===== config.mk =====
export PLATFORM = sky130hd
export DESIGN_NAME = mantissa_sub48_pipe
export DESIGN_NICKNAME = d
export VERILOG_FILES = /design/src/rtl/mantissa_sub48_pipe.sv
export SDC_FILE = /design/constraint.sdc
export NUM_CORES = 1
export LEC_CHECK = 0
export BUFFER_PORTS_ARGS = -buffer_cell sky130_fd_sc_hd__clkbuf_2
export CORE_MARGIN = 10
export CORE_UTILIZATION = 35
export DETAILED_ROUTE_END_ITERATION = 8
export MAX_ROUTING_LAYER = met4
export RECOVER_POWER = 50
export SLEW_MARGIN = 10
export SYNTH_ARGS = -nofsm -noshare
export SYNTH_HDL_FRONTEND = slang
export SYNTH_SLANG_ARGS = --single-unit
export TNS_END_PERCENT = 20

===== constraint.sdc =====
create_clock -name clk -period 6.3 [get_ports clk]
set_clock_uncertainty 0.05 [all_clocks]
set_input_delay 0.945 -clock clk [delete_from_list [all_inputs] [get_ports clk]]
set_output_delay 0.945 -clock clk [all_outputs]
set_load 0.1 [all_outputs]

===== src/rtl/mantissa_sub48_pipe.sv =====
// 2-stage pipelined 48-bit |a-b| with sign, unified or split (28b hi / 20b lo) lanes.
// Optional leading-zero counts on the result when MANT_SUB_LZC_EN is defined.
module mantissa_sub48_pipe #(
  parameter int W_HI = 28,
  parameter int W_LO = 20
) (
  input  logic        clk,
  input  logic        rst,
  input  logic        in_valid,
  output logic        in_ready,
  input  logic [47:0] a,
  input  logic [47:0] b,
  input  logic        ct,
  output logic        out_valid,
  input  logic        out_ready,
  output logic [47:0] diff,
  output logic        sign_hi,
  output logic        sign_lo,
  output logic        ct_out,
  output logic [4:0]  lz_hi,
  output logic [4:0]  lz_lo
);

  localparam int W = W_HI + W_LO;

  logic         adv;
  logic [W_LO:0] sum_lo;
  logic [W_HI:0] sum_hi;
  logic          cin_hi;

  logic         s1_valid_d, s1_valid_q;
  logic [W-1:0] s1_raw_d, s1_raw_q;
  logic         s1_neg_hi_d, s1_neg_hi_q;
  logic         s1_neg_lo_d, s1_neg_lo_q;
  logic         s1_ct_d, s1_ct_q;

  logic         s2_valid_d, s2_valid_q;
  logic [W-1:0] diff_d, diff_q;
  logic         sign_hi_d, sign_hi_q;
  logic         sign_lo_d, sign_lo_q;
  logic         ct_out_d, ct_out_q;
  logic [W-1:0] mag;

  assign adv      = !s2_valid_q || out_ready;
  assign in_ready = !s1_valid_q || adv;

  // a + ~b + 1 per lane; in split mode the hi lane gets its own carry-in.
  always_comb begin
    sum_lo = {1'b0, a[W_LO-1:0]} + {1'b0, ~b[W_LO-1:0]} + {{W_LO{1'b0}}, 1'b1};
    cin_hi = ct ? 1'b1 : sum_lo[W_LO];
    sum_hi = {1'b0, a[W-1:W_LO]} + {1'b0, ~b[W-1:W_LO]} + {{W_HI{1'b0}}, cin_hi};
  end

  always_comb begin
    mag = s1_raw_q;
    if (s1_ct_q) begin
      mag[W-1:W_LO] = s1_neg_hi_q ? -s1_raw_q[W-1:W_LO] : s1_raw_q[W-1:W_LO];
      mag[W_LO-1:0] = s1_neg_lo_q ? -s1_raw_q[W_LO-1:0] : s1_raw_q[W_LO-1:0];
    end else if (s1_neg_hi_q) begin
      mag = -s1_raw_q;
    end
  end

  always_comb begin
    s1_valid_d  = s1_valid_q;
    s1_raw_d    = s1_raw_q;
    s1_neg_hi_d = s1_neg_hi_q;
    s1_neg_lo_d = s1_neg_lo_q;
    s1_ct_d     = s1_ct_q;
    if (in_ready) begin
      s1_valid_d = in_valid;
    end
    if (in_valid && in_ready) begin
      s1_raw_d    = {sum_hi[W_HI-1:0], sum_lo[W_LO-1:0]};
      s1_neg_hi_d = ~sum_hi[W_HI];
      s1_neg_lo_d = ct & ~sum_lo[W_LO];
      s1_ct_d     = ct;
    end
  end

  always_comb begin
    s2_valid_d = s2_valid_q;
    diff_d     = diff_q;
    sign_hi_d  = sign_hi_q;
    sign_lo_d  = sign_lo_q;
    ct_out_d   = ct_out_q;
    if (adv) begin
      s2_valid_d = s1_valid_q;
    end
    if (adv && s1_valid_q) begin
      diff_d    = mag;
      sign_hi_d = s1_neg_hi_q;
      sign_lo_d = s1_neg_lo_q;
      ct_out_d  = s1_ct_q;
    end
  end

  always_ff @(posedge clk or posedge rst) begin
    if (rst) begin
      s1_valid_q  <= 1'b0;
      s1_raw_q    <= '0;
      s1_neg_hi_q <= 1'b0;
      s1_neg_lo_q <= 1'b0;
      s1_ct_q     <= 1'b0;
      s2_valid_q  <= 1'b0;
      diff_q      <= '0;
      sign_hi_q   <= 1'b0;
      sign_lo_q   <= 1'b0;
      ct_out_q    <= 1'b0;
    end else begin
      s1_valid_q  <= s1_valid_d;
      s1_raw_q    <= s1_raw_d;
      s1_neg_hi_q <= s1_neg_hi_d;
      s1_neg_lo_q <= s1_neg_lo_d;
      s1_ct_q     <= s1_ct_d;
      s2_valid_q  <= s2_valid_d;
      diff_q      <= diff_d;
      sign_hi_q   <= sign_hi_d;
      sign_lo_q   <= sign_lo_d;
      ct_out_q    <= ct_out_d;
    end
  end

  assign out_valid = s2_valid_q;
  assign diff      = diff_q;
  assign sign_hi   = sign_hi_q;
  assign sign_lo   = sign_lo_q;
  assign ct_out    = ct_out_q;

`ifdef MANT_SUB_LZC_EN
  logic [4:0] lz_hi_d, lz_hi_q;
  logic [4:0] lz_lo_d, lz_lo_q;

  // Both lanes always counted; unified consumers chain lz_lo when lz_hi is full width.
  function automatic logic [4:0] lzc_hi(input logic [W_HI-1:0] v);
    logic [4:0] n;
    logic       found;
    n     = 5'd0;
    found = 1'b0;
    for (int i = W_HI - 1; i >= 0; i--) begin
      if (!found) begin
        if (v[i]) found = 1'b1;
        else      n = n + 5'd1;
      end
    end
    return n;
  endfunction

  function automatic logic [4:0] lzc_lo(input logic [W_LO-1:0] v);
    logic [4:0] n;
    logic       found;
    n     = 5'd0;
    found = 1'b0;
    for (int i = W_LO - 1; i >= 0; i--) begin
      if (!found) begin
        if (v[i]) found = 1'b1;
        else      n = n + 5'd1;
      end
    end
    return n;
  endfunction

  always_comb begin
    lz_hi_d = lz_hi_q;
    lz_lo_d = lz_lo_q;
    if (adv && s1_valid_q) begin
      lz_hi_d = lzc_hi(mag[W-1:W_LO]);
      lz_lo_d = lzc_lo(mag[W_LO-1:0]);
    end
  end

  always_ff @(posedge clk or posedge rst) begin
    if (rst) begin
      lz_hi_q <= 5'd0;
      lz_lo_q <= 5'd0;
    end else begin
      lz_hi_q <= lz_hi_d;
      lz_lo_q <= lz_lo_d;
    end
  end

  assign lz_hi = lz_hi_q;
  assign lz_lo = lz_lo_q;
`else
  assign lz_hi = 5'd0;
  assign lz_lo = 5'd0;
`endif

endmodule


==> results of run 1 <==
power by group through the flow:
stage	logic, mW	clock network (mW)	registers, mW
after global placement	1.78	0	1.05
after global routing	1.89	0.601	1.07
after detailed placement	1.79	0	1.05
after floorplan	0.571	0	1.90
after CTS	1.79	0.572	1.04
final	1.77	0.558	1.04
logic make-up after synthesis:
| kind of cell | share of synthesized area |
|---|---|
| mux | 0.008931 |
| other cells | 0.0005148 |
| fa+ha+maj | 0.09241 |
| flops | 0.3573 |
| compound gates | 0.2125 |
| simple gates | 0.1685 |
| xor+xnor | 0.09739 |
| buf+inv | 0.06252 |
worst max-delay path by stage:
stage | start | end | slack, ps
after floorplan | a[0] | s1_raw_q[46]$_DFFE_PP0P_ | 1310
after global placement | a[0] | s1_raw_q[46]$_DFFE_PP0P_ | 820
after detailed placement | a[0] | s1_raw_q[46]$_DFFE_PP0P_ | 760
after CTS | a[0] | s1_raw_q[46]$_DFFE_PP0P_ | 1110
after global routing | b[7] | s1_neg_hi_q$_DFFE_PP0P_ | 680
final | b[7] | s1_neg_hi_q$_DFFE_PP0P_ | 1120
sequential cells by signal (all words and copies together), names as in the netlist:
register     count
s1_neg_lo_q      1
s1_raw_q        48
ct_out           1
sign_hi          1
s1_ct_q          1
s1_valid_q       1
s1_neg_hi_q      1
sign_lo          1
diff            48
out_valid        1
cell type report:
class,count,area [sq um]
clock inverters,5,56.30
fillers,2122,11850
inverters,65,245.2
well taps,270,337.8
repair buffers,157,783.3
multi-input cells,662,4260
clock buffers,11,232.7
flip-flops and latches,104,2603
through the flow:
stage	instances	area, sq um
2_1_floorplan	875	7318
3_3_place_gp	1258	8248
3_5_place_dp	1258	8248
4_1_cts	1274	8537
5_1_grt	1274	8518
6_report	1274	8518
tightest hold or removal path: stages (launching register included):
cell	delay, ps
sky130_fd_sc_hd__dfrtp_1	340
sky130_fd_sc_hd__nand2_1	40
sky130_fd_sc_hd__o21ai_0	60
cells in the mapped netlist, drive strengths merged (2+ instances only):
cell and count:
o211ai 8, inv 65, o21bai 5, or2 3
clkbuf 26, buf 18, nand4 9, a31oi 9
nor2b 5, and2 6, a21o 16, nand2 126
and3 4, nor4b 3, nand3 17, nand2b 14
o21a 8, fa 3, dfrtp 104, mux2 4
a21oi 51, ha 49, or3 10, nor2 28
xnor2 31, nor4 5, mux2i 2, or4 8
o31ai 14, nor3b 3, a211o 3, a211oi 5
xor2 50, a2111oi 2, nor3 10, a31o 3
o21ai 120, o41ai 8, o31a 2
metal layers:
metal  share of wire  vias to the layer above  GRT usage
met1            0.53                     2807     0.2186
met5               0                        -          -
met3           0.036                       11    0.02053
met2            0.42                      122     0.2031
met4          0.0091                        0    0.03371
li1                -                     3263          -
placed cells by master (no fill, tap or decap), types with 6 or more instances in the layout:
cell type                   Yosys  routed
sky130_fd_sc_hd__clkbuf_2       0     146
sky130_fd_sc_hd__nand2_1      126     126
sky130_fd_sc_hd__o21ai_0      114     114
sky130_fd_sc_hd__dfrtp_1      104     104
sky130_fd_sc_hd__inv_1         65      64
sky130_fd_sc_hd__a21oi_1       51      51
sky130_fd_sc_hd__xor2_1        50      50
sky130_fd_sc_hd__ha_1          49      49
sky130_fd_sc_hd__xnor2_1       31      31
sky130_fd_sc_hd__nor2_1        28      28
sky130_fd_sc_hd__nand3_1       17      17
sky130_fd_sc_hd__a21o_1        16      16
sky130_fd_sc_hd__nand2b_1      14      14
sky130_fd_sc_hd__o31ai_1       12      12
sky130_fd_sc_hd__nor3_1        10      10
sky130_fd_sc_hd__conb_1         1      10
sky130_fd_sc_hd__nand4_1        9       9
sky130_fd_sc_hd__a31oi_1        9       9
sky130_fd_sc_hd__or3_1          9       9
sky130_fd_sc_hd__clkbuf_16      0       9
sky130_fd_sc_hd__clkbuf_1      26       9
sky130_fd_sc_hd__o211ai_1       8       8
sky130_fd_sc_hd__o21a_1         8       8
sky130_fd_sc_hd__o41ai_1        8       8
sky130_fd_sc_hd__and2_1         6       6
sky130_fd_sc_hd__o21ai_1        6       6
==> tab_implementation.tex, run 1 <==
\begin{tabular}{lr}
\hline
Metric & Value \\
\hline
\multicolumn{2}{l}{\textbf{Setup path}} \\
Combined buffer and inverter count along the critical path & 2 \\
Depth of the worst register-to-register path & 8 \\
Worst setup EP type & flop \\
Arrival time of data at the critical path endpoint & 5380 ps \\
Most used cell along the critical path & sky130\_fd\_sc\_hd\_\_a21oi\_1 \\
Cell at the slowest stage of the critical path & sky130\_fd\_sc\_hd\_\_a2111oi\_0 \\
Critical path required time & 6500 ps \\
Cell Chain, Critical Path & clkbuf\_2 -> inv\_1 -> ha\_1 -> a2111oi\_0 -> a21o\_1 -> o21a\_1 -> o41ai\_1 -> a21oi\_1 -> nand2b\_1 -> fa\_1 -> fa\_1 -> a21o\_1 -> a21oi\_1 -> o21a\_1 -> o21ai\_0 -> a21oi\_1 -> o41a\_1 -> nor3\_1 -> o41ai\_1 \\
Register-to-register setup slack & 2900 ps \\
Worst r2r dst & diff[45]\$\_DFFE\_PP0P\_ \\
Critical path start-end classification & in2reg \\
Sort of element at the start of the critical path & input pin \\
Launch point of the worst reg-to-reg path & s1\_raw\_q[28]\$\_DFFE\_PP0P\_ \\
Kind of cell with the highest combined delay on the critical path & compound AO/OA/AOI/OAI gates \\
Critical Path Max Stage Delay & approximately 600 ps \\
Count of cell instances traversed by the critical path & 19 \\
Maximum fanout encountered on the critical timing path & 5 \\
\multicolumn{2}{l}{\textbf{GRT}} \\
Overflow left after global routing & 0 \\
GR Util All Layers & 0.1466 \\
Via count of the first global-routing pass & 6021 \\
Global-route wire length before repair & approximately 31000 um \\
Number of antenna violations at the first check in global routing & 0 \\
Maximum number of pins on one net before global-route repair & 57 \\
\multicolumn{2}{l}{\textbf{Clock tree}} \\
Clock H-tree levels & 3 \\
CTS sink cnt & 104 \\
Maximum clock path buffer count & 2 \\
Clock-pin slew on the worst setup and hold paths & roughly 70 ps \\
Clock root buffer & sky130\_fd\_sc\_hd\_\_clkbuf\_16 \\
Quantity of hold-fixing buffers added after cts & 0 \\
Number of buffers added for setup after CTS & 0 \\
Quantity of gates resized following cts & 0 \\
TritonCTS clock tree & yes \\
Cts bufs inserted & 9 \\
Clk\_lat worst skew & 350 ps \\
\multicolumn{2}{l}{\textbf{STA}} \\
Fin worst setup slack & around 1100 ps \\
Final hold violations & 0 \\
Setup Total Neg Slack & 0 ps \\
Peak Freq & 0.1931 GHz \\
Setup repair after global routing missed its margin & false \\
Max-slew violation total from the final report & 107 \\
Final critical-path required period & 5179 ps \\
Final cycle utilization of the critical path & 0.8220 \\
Actual slew at the worst max-slew pin & 2836 ps \\
Final count of negative-setup-slack endpoints & 0 \\
Worst hold slack & roughly 430 ps \\
Worst relative slew slack & -0.8904 \\
\multicolumn{2}{l}{\textbf{Power}} \\
Cell area power density & 394.9 nW/um\^{}2 \\
Part of the total power dissipated in combinational logic & 0.525 \\
Share of total power consumed by net switching & 0.5410 \\
Sequential Power Share & 0.310 \\
Maximum resistive drop on vdd & 192.2 uV \\
Proportion of power drawn by the clock network & 0.166 \\
Reported net switching power & 1.820 mW \\
Leakage power & 4.100 nW \\
Int Power & between 1.5 and 2 mW \\
Final Power & 3.364 mW \\
\multicolumn{2}{l}{\textbf{Routing}} \\
Total vias in the final route & 6203 \\
Avg WL per Cell & about 15 um \\
Iteration count of the initial detailed-routing pass & 4 \\
Starting DRT DRC Count & 387 \\
Detailed-route vias per instance & around 5 \\
DRC violation count after routing & 0 \\
Total Routed Length & 19520 um \\
Detail Route Antenna Nets & 0 \\
\multicolumn{2}{l}{\textbf{Min path}} \\
Hold Path Origin & diff[8]\$\_DFFE\_PP0P\_ \\
Number of cells on the worst hold path & 2 \\
Worst min-delay path class & reg2reg \\
Worst-case hold path end point & diff[8]\$\_DFFE\_PP0P\_ \\
\multicolumn{2}{l}{\textbf{Die}} \\
Floorplan die height & 164.3 um \\
Initial cell density of the core & 0.3577 \\
Die width & 164.3 um \\
Die area & roughly 27000 sq um \\
Total I/O pin count & 164 \\
Standard cell core area & 20360 sq um \\
Std cell rows & 52 \\
\multicolumn{2}{l}{\textbf{Job}} \\
Reported max-cap violation count & 2 \\
\multicolumn{2}{l}{\textbf{Logic synthesis}} \\
Mean Syn Cell Area & between 8 and 9 sq um \\
Post-synthesis cell type with the largest combined area & sky130\_fd\_sc\_hd\_\_dfrtp\_1 \\
Leading register cell type out of synthesis & sky130\_fd\_sc\_hd\_\_dfrtp\_1 \\
Number of enable-type register cells in the synthesized netlist & 0 \\
Cell variety after synth & 56 \\
Sequential element share of the synthesized area & 0.3573 \\
Synth area leaders & sky130\_fd\_sc\_hd\_\_dfrtp\_1 (36\%), sky130\_fd\_sc\_hd\_\_ha\_1 (8.4\%), sky130\_fd\_sc\_hd\_\_o21ai\_0 (7.8\%), sky130\_fd\_sc\_hd\_\_nand2\_1 (6.5\%), sky130\_fd\_sc\_hd\_\_xor2\_1 (6.0\%) \\
Synth async-reset ratio & 1.000 \\
Number of instances in the synthesized netlist & 866 \\
Yosys synthesis warning count & 0 \\
Share of the synthesized area in the top cell type & 0.3573 \\
Synth Register Bits & between 100 and 150 \\
Post-synthesis cell area & 7284 sq um \\
\multicolumn{2}{l}{\textbf{Layout}} \\
Final standard cell utilization of the core & 0.4183 \\
N\_diodes & 0 \\
Ratio of cells with drive above 1 in the final layout & 0.1803 \\
Area growth, synth to finish & 16.94\% \\
Net count, final & 1152 \\
\multicolumn{2}{l}{\textbf{Placed design}} \\
GPL Wtd Cong & 0.9012 \\
Post-Place Setup Slack & 763.6 ps \\
Input/output buffers & 153 \\
HPWL Detailed & roughly 16000 um \\
\multicolumn{2}{l}{\textbf{Run status}} \\
Outcome & finished with violations \\
Failing checks & max-capacitance violations, max-slew violations \\
\hline
\end{tabular}
No activity file was read; power rests on OpenSTA's default activity.
==> run 2, diff against run 1 <==
Clock period 6.3 ns to 4.6 ns, I/O delays scaled along.
==> run 2 against run 1 <==
Compared with the run above:
- the run still ends with max-capacitance violations, max-slew violations left
- first-iteration DRC count fell by 34%
- sequential share of layout area fell by 1.7 points
- register-to-register slack got worse by 1700 ps
- combinational power rose by 40%
- design area rose by 5.9%
- critical endpoint is now s1_raw_q[46]$_DFFE_PP0P_
- highest routed layer unchanged
==> tab_implementation.tex, run 2 (same netlist as run 1, synthesis figures left out) <==
\begin{tabular}{lr}
\hline
Metric & Value \\
\hline
\multicolumn{2}{l}{\textbf{STA}} \\
Setup repair after global routing missed its margin & true \\
Worst relative slew slack & -0.9259 (-0.03548) \\
Final cycle utilization of the critical path & 0.9836 \\
Worst hold slack & 427.6 ps (-0.06700 ps) \\
Actual slew at the worst max-slew pin & 2889 ps (+53.22 ps) \\
Peak Freq & 0.2210 GHz \\
Setup Total Neg Slack & 0 ps (unchanged) \\
Final count of negative-setup-slack endpoints & 0 (unchanged) \\
Max-slew violation total from the final report & 79 (-26\%) \\
Final critical-path required period & 4525 ps \\
Final hold violations & 0 (unchanged) \\
\multicolumn{2}{l}{\textbf{Layout}} \\
N\_diodes & 0 (unchanged) \\
Most common cell after layout, fill and taps aside & sky130\_fd\_sc\_hd\_\_clkbuf\_2 \\
Ratio of cells with drive above 1 in the final layout & 0.2332 (+0.05290) \\
Number of standard cells in the final layout excluding fillers & 1325 (+4.0\%) \\
Layout filler cell count & 2084 (-1.8\%) \\
Area growth, synth to finish & 23.86\% \\
Highest-count cells in the layout ignoring fill and taps & sky130\_fd\_sc\_hd\_\_clkbuf\_2 (138), sky130\_fd\_sc\_hd\_\_nand2\_1 (125), sky130\_fd\_sc\_hd\_\_o21ai\_0 (111) \\
Final standard cell utilization of the core & 0.4430 (+0.02476) \\
Net count, final & 1204 (+4.5\%) \\
\multicolumn{2}{l}{\textbf{Setup path}} \\
Startpoint of the most critical setup path & b[0] \\
Critical path required time & 4830 ps (-1670 ps) \\
End of the critical path & s1\_raw\_q[46]\$\_DFFE\_PP0P\_ \\
Cell at the slowest stage of the critical path & sky130\_fd\_sc\_hd\_\_o41a\_1 \\
Register-to-register setup slack & 1210 ps (-1690 ps) \\
Count of cell instances traversed by the critical path & 21 (+2) \\
Sort of element at the start of the critical path & input pin \\
Worst r2r dst & diff[44]\$\_DFFE\_PP0P\_ \\
Combined buffer and inverter count along the critical path & 1 (-1) \\
Arrival time of data at the critical path endpoint & 4750 ps (-630 ps) \\
Cell Chain, Critical Path & buf\_6 -> ha\_4 -> fa\_2 -> nor2b\_1 -> o21a\_1 -> o21ai\_2 -> a21o\_1 -> o21a\_1 -> o41ai\_2 -> a21oi\_2 -> nand2b\_1 -> fa\_2 -> fa\_2 -> a21o\_1 -> a21oi\_2 -> o21a\_1 -> o21ai\_2 -> a21oi\_2 -> o41a\_1 -> or4\_1 -> nand3\_1 \\
Critical path start-end classification & in2reg \\
Worst setup EP type & flop \\
Kind of cell with the highest combined delay on the critical path & compound AO/OA/AOI/OAI gates \\
Launch point of the worst reg-to-reg path & s1\_raw\_q[28]\$\_DFFE\_PP0P\_ \\
Critical Path Max Stage Delay & 430 ps (-160 ps) \\
Maximum fanout encountered on the critical timing path & 3 (-2) \\
Depth of the worst register-to-register path & 8 (unchanged) \\
\multicolumn{2}{l}{\textbf{GRT}} \\
Via count of the first global-routing pass & 6249 (+3.8\%) \\
Number of antenna violations at the first check in global routing & 0 (unchanged) \\
Overflow left after global routing & 0 (unchanged) \\
Layer carrying the most global-route usage & met1 \\
GR Layer Usage met3 & 0.01352 (-0.007009) \\
Global-route wire length before repair & 31880 um (+1.6\%) \\
GR Util All Layers & 0.1465 (about the same) \\
Met1 GRT Util & 0.2252 (+0.006611) \\
Met2 Usage GRT & 0.2029 (about the same) \\
Maximum number of pins on one net before global-route repair & 79 (+39\%) \\
\multicolumn{2}{l}{\textbf{Clock tree}} \\
Clk\_lat worst skew & 340 ps (about the same) \\
Clock root buffer & sky130\_fd\_sc\_hd\_\_clkbuf\_16 \\
Cts bufs inserted & 9 (unchanged) \\
Quantity of hold-fixing buffers added after cts & 0 (unchanged) \\
Clock H-tree levels & 3 (unchanged) \\
Maximum clock path buffer count & 2 (unchanged) \\
Clock-pin slew on the worst setup and hold paths & 70 ps (about the same) \\
CTS sink cnt & 104 (unchanged) \\
TritonCTS clock tree & yes \\
\multicolumn{2}{l}{\textbf{Run status}} \\
Outcome & finished with violations \\
Failing checks & max-capacitance violations, max-slew violations \\
\multicolumn{2}{l}{\textbf{Placed design}} \\
Input/output buffers & 153 (unchanged) \\
Number of placed instances with taps included & 1306 (+3.8\%) \\
HPWL Detailed & 15860 um (about the same) \\
GPL Wtd Cong & 0.8692 (-3.6\%) \\
\multicolumn{2}{l}{\textbf{Die}} \\
Std cell rows & 52 (unchanged) \\
Die area & 26980 sq um (unchanged) \\
Standard cell core area & 20360 sq um (unchanged) \\
Floorplan die height & 164.3 um (unchanged) \\
Initial cell density of the core & 0.3577 (unchanged) \\
Total I/O pin count & 164 (unchanged) \\
Die width & 164.3 um (unchanged) \\
\multicolumn{2}{l}{\textbf{Routing}} \\
Iteration count of the initial detailed-routing pass & 5 (+1) \\
Total vias in the final route & 6384 (+2.9\%) \\
Avg WL per Cell & 14.62 um (-4.6\%) \\
Detailed-route vias per instance & 4.818 (-1.0\%) \\
Detail Route Antenna Nets & 0 (unchanged) \\
DRC violation count after routing & 0 (unchanged) \\
Starting DRT DRC Count & 255 (-34\%) \\
Total Routed Length & 19380 um (-0.74\%) \\
\multicolumn{2}{l}{\textbf{Power}} \\
Proportion of power drawn by the clock network & 0.161 (-0.005) \\
Sequential Power Share & 0.308 (-0.002) \\
Part of the total power dissipated in combinational logic & 0.531 (+0.006) \\
Share of total power consumed by net switching & 0.5369 (-0.004125) \\
Maximum resistive drop on vdd & 200.0 uV (+4.1\%) \\
Cell area power density & 516.3 nW/um\^{}2 (+31\%) \\
Leakage power & 4.368 nW (+6.5\%) \\
Reported net switching power & 2.501 mW (+37\%) \\
Int Power & 2.157 mW (+40\%) \\
\multicolumn{2}{l}{\textbf{Min path}} \\
Worst min-delay path class & reg2reg \\
\multicolumn{2}{l}{\textbf{Job}} \\
Reported max-cap violation count & 1 (-1) \\
\hline
\end{tabular}
run 2: cell types whose count changed in the layout (fill, tap and decap cells not counted), sizes merged:
cell,before,now
clkinvlp,2,1
clkbuf,164,161
buf,4,57
clkinv,2,4
run 2: power groups by stage:
stage               Clock, mW  Sequential (mW)  Combinational, mW
floorplan                   0             2.60              0.784
global placement            0             1.44               2.47
detailed placement          0             1.45               2.48
CTS                     0.764             1.44               2.49
global route            0.805             1.48               2.66
finish                  0.749             1.43               2.48
run 2: routing by layer:
layer,part of all wire,up-vias
li1,-,3384
met1,0.55,2864
met2,0.42,129
met3,0.024,7
met4,0.0069,0
met5,0,-
run 2: tightest hold or removal path: stages, from the launching register on:
cell	delay, ps
sky130_fd_sc_hd__dfrtp_1	340
sky130_fd_sc_hd__nand2_1	50
sky130_fd_sc_hd__o21ai_0	60
run 2: through the flow:
step	worst slack (ps)	power, mW	cell area [sq um]
finish	75.22	4.658	9022
global route	-154.4	4.946	9022
CTS	34.49	4.692	8919
detailed placement	-441.8	3.938	8613
global placement	-312.8	3.911	8613
floorplan	-27.20	3.386	7323
run 2: worst min path at each step:
| stage | cells past startpoint | slack [ps] | startpoint | endpoint |
|---|---|---|---|---|
| 2_1_floorplan | 1 | 410 | s1_valid_q$_DFFE_PP0N_ | out_valid$_DFFE_PP0P_ |
| 3_3_place_gp | 2 | 410 | diff[24]$_DFFE_PP0P_ | diff[24]$_DFFE_PP0P_ |
| 3_5_place_dp | 2 | 420 | diff[2]$_DFFE_PP0P_ | diff[2]$_DFFE_PP0P_ |
| 4_1_cts | 2 | 440 | diff[15]$_DFFE_PP0P_ | diff[15]$_DFFE_PP0P_ |
| 5_1_grt | 2 | 460 | diff[32]$_DFFE_PP0P_ | diff[32]$_DFFE_PP0P_ |
| 6_report | 2 | 430 | diff[2]$_DFFE_PP0P_ | diff[2]$_DFFE_PP0P_ |
run 2: area by class of cell:
type | instances | area, sq um | share of cell area
Multi-Input combinational cell | 662 | 4363 | 0.4836
Clock inverter | 6 | 61.31 | 0.006795
Tap cell | 270 | 337.8 | 0.03744
Sequential cell | 104 | 2603 | 0.2884
Timing Repair Buffer | 209 | 1186 | 0.1315
Clock buffer | 9 | 225.2 | 0.02496
Inverter | 65 | 246.5 | 0.02732
run 2: repair_timing:
action | CTS | global route
resized for setup | 4 | 25
pin swaps | 1 | 25
setup endpoints to repair | 5 | 16
setup buffers | 0 | 4
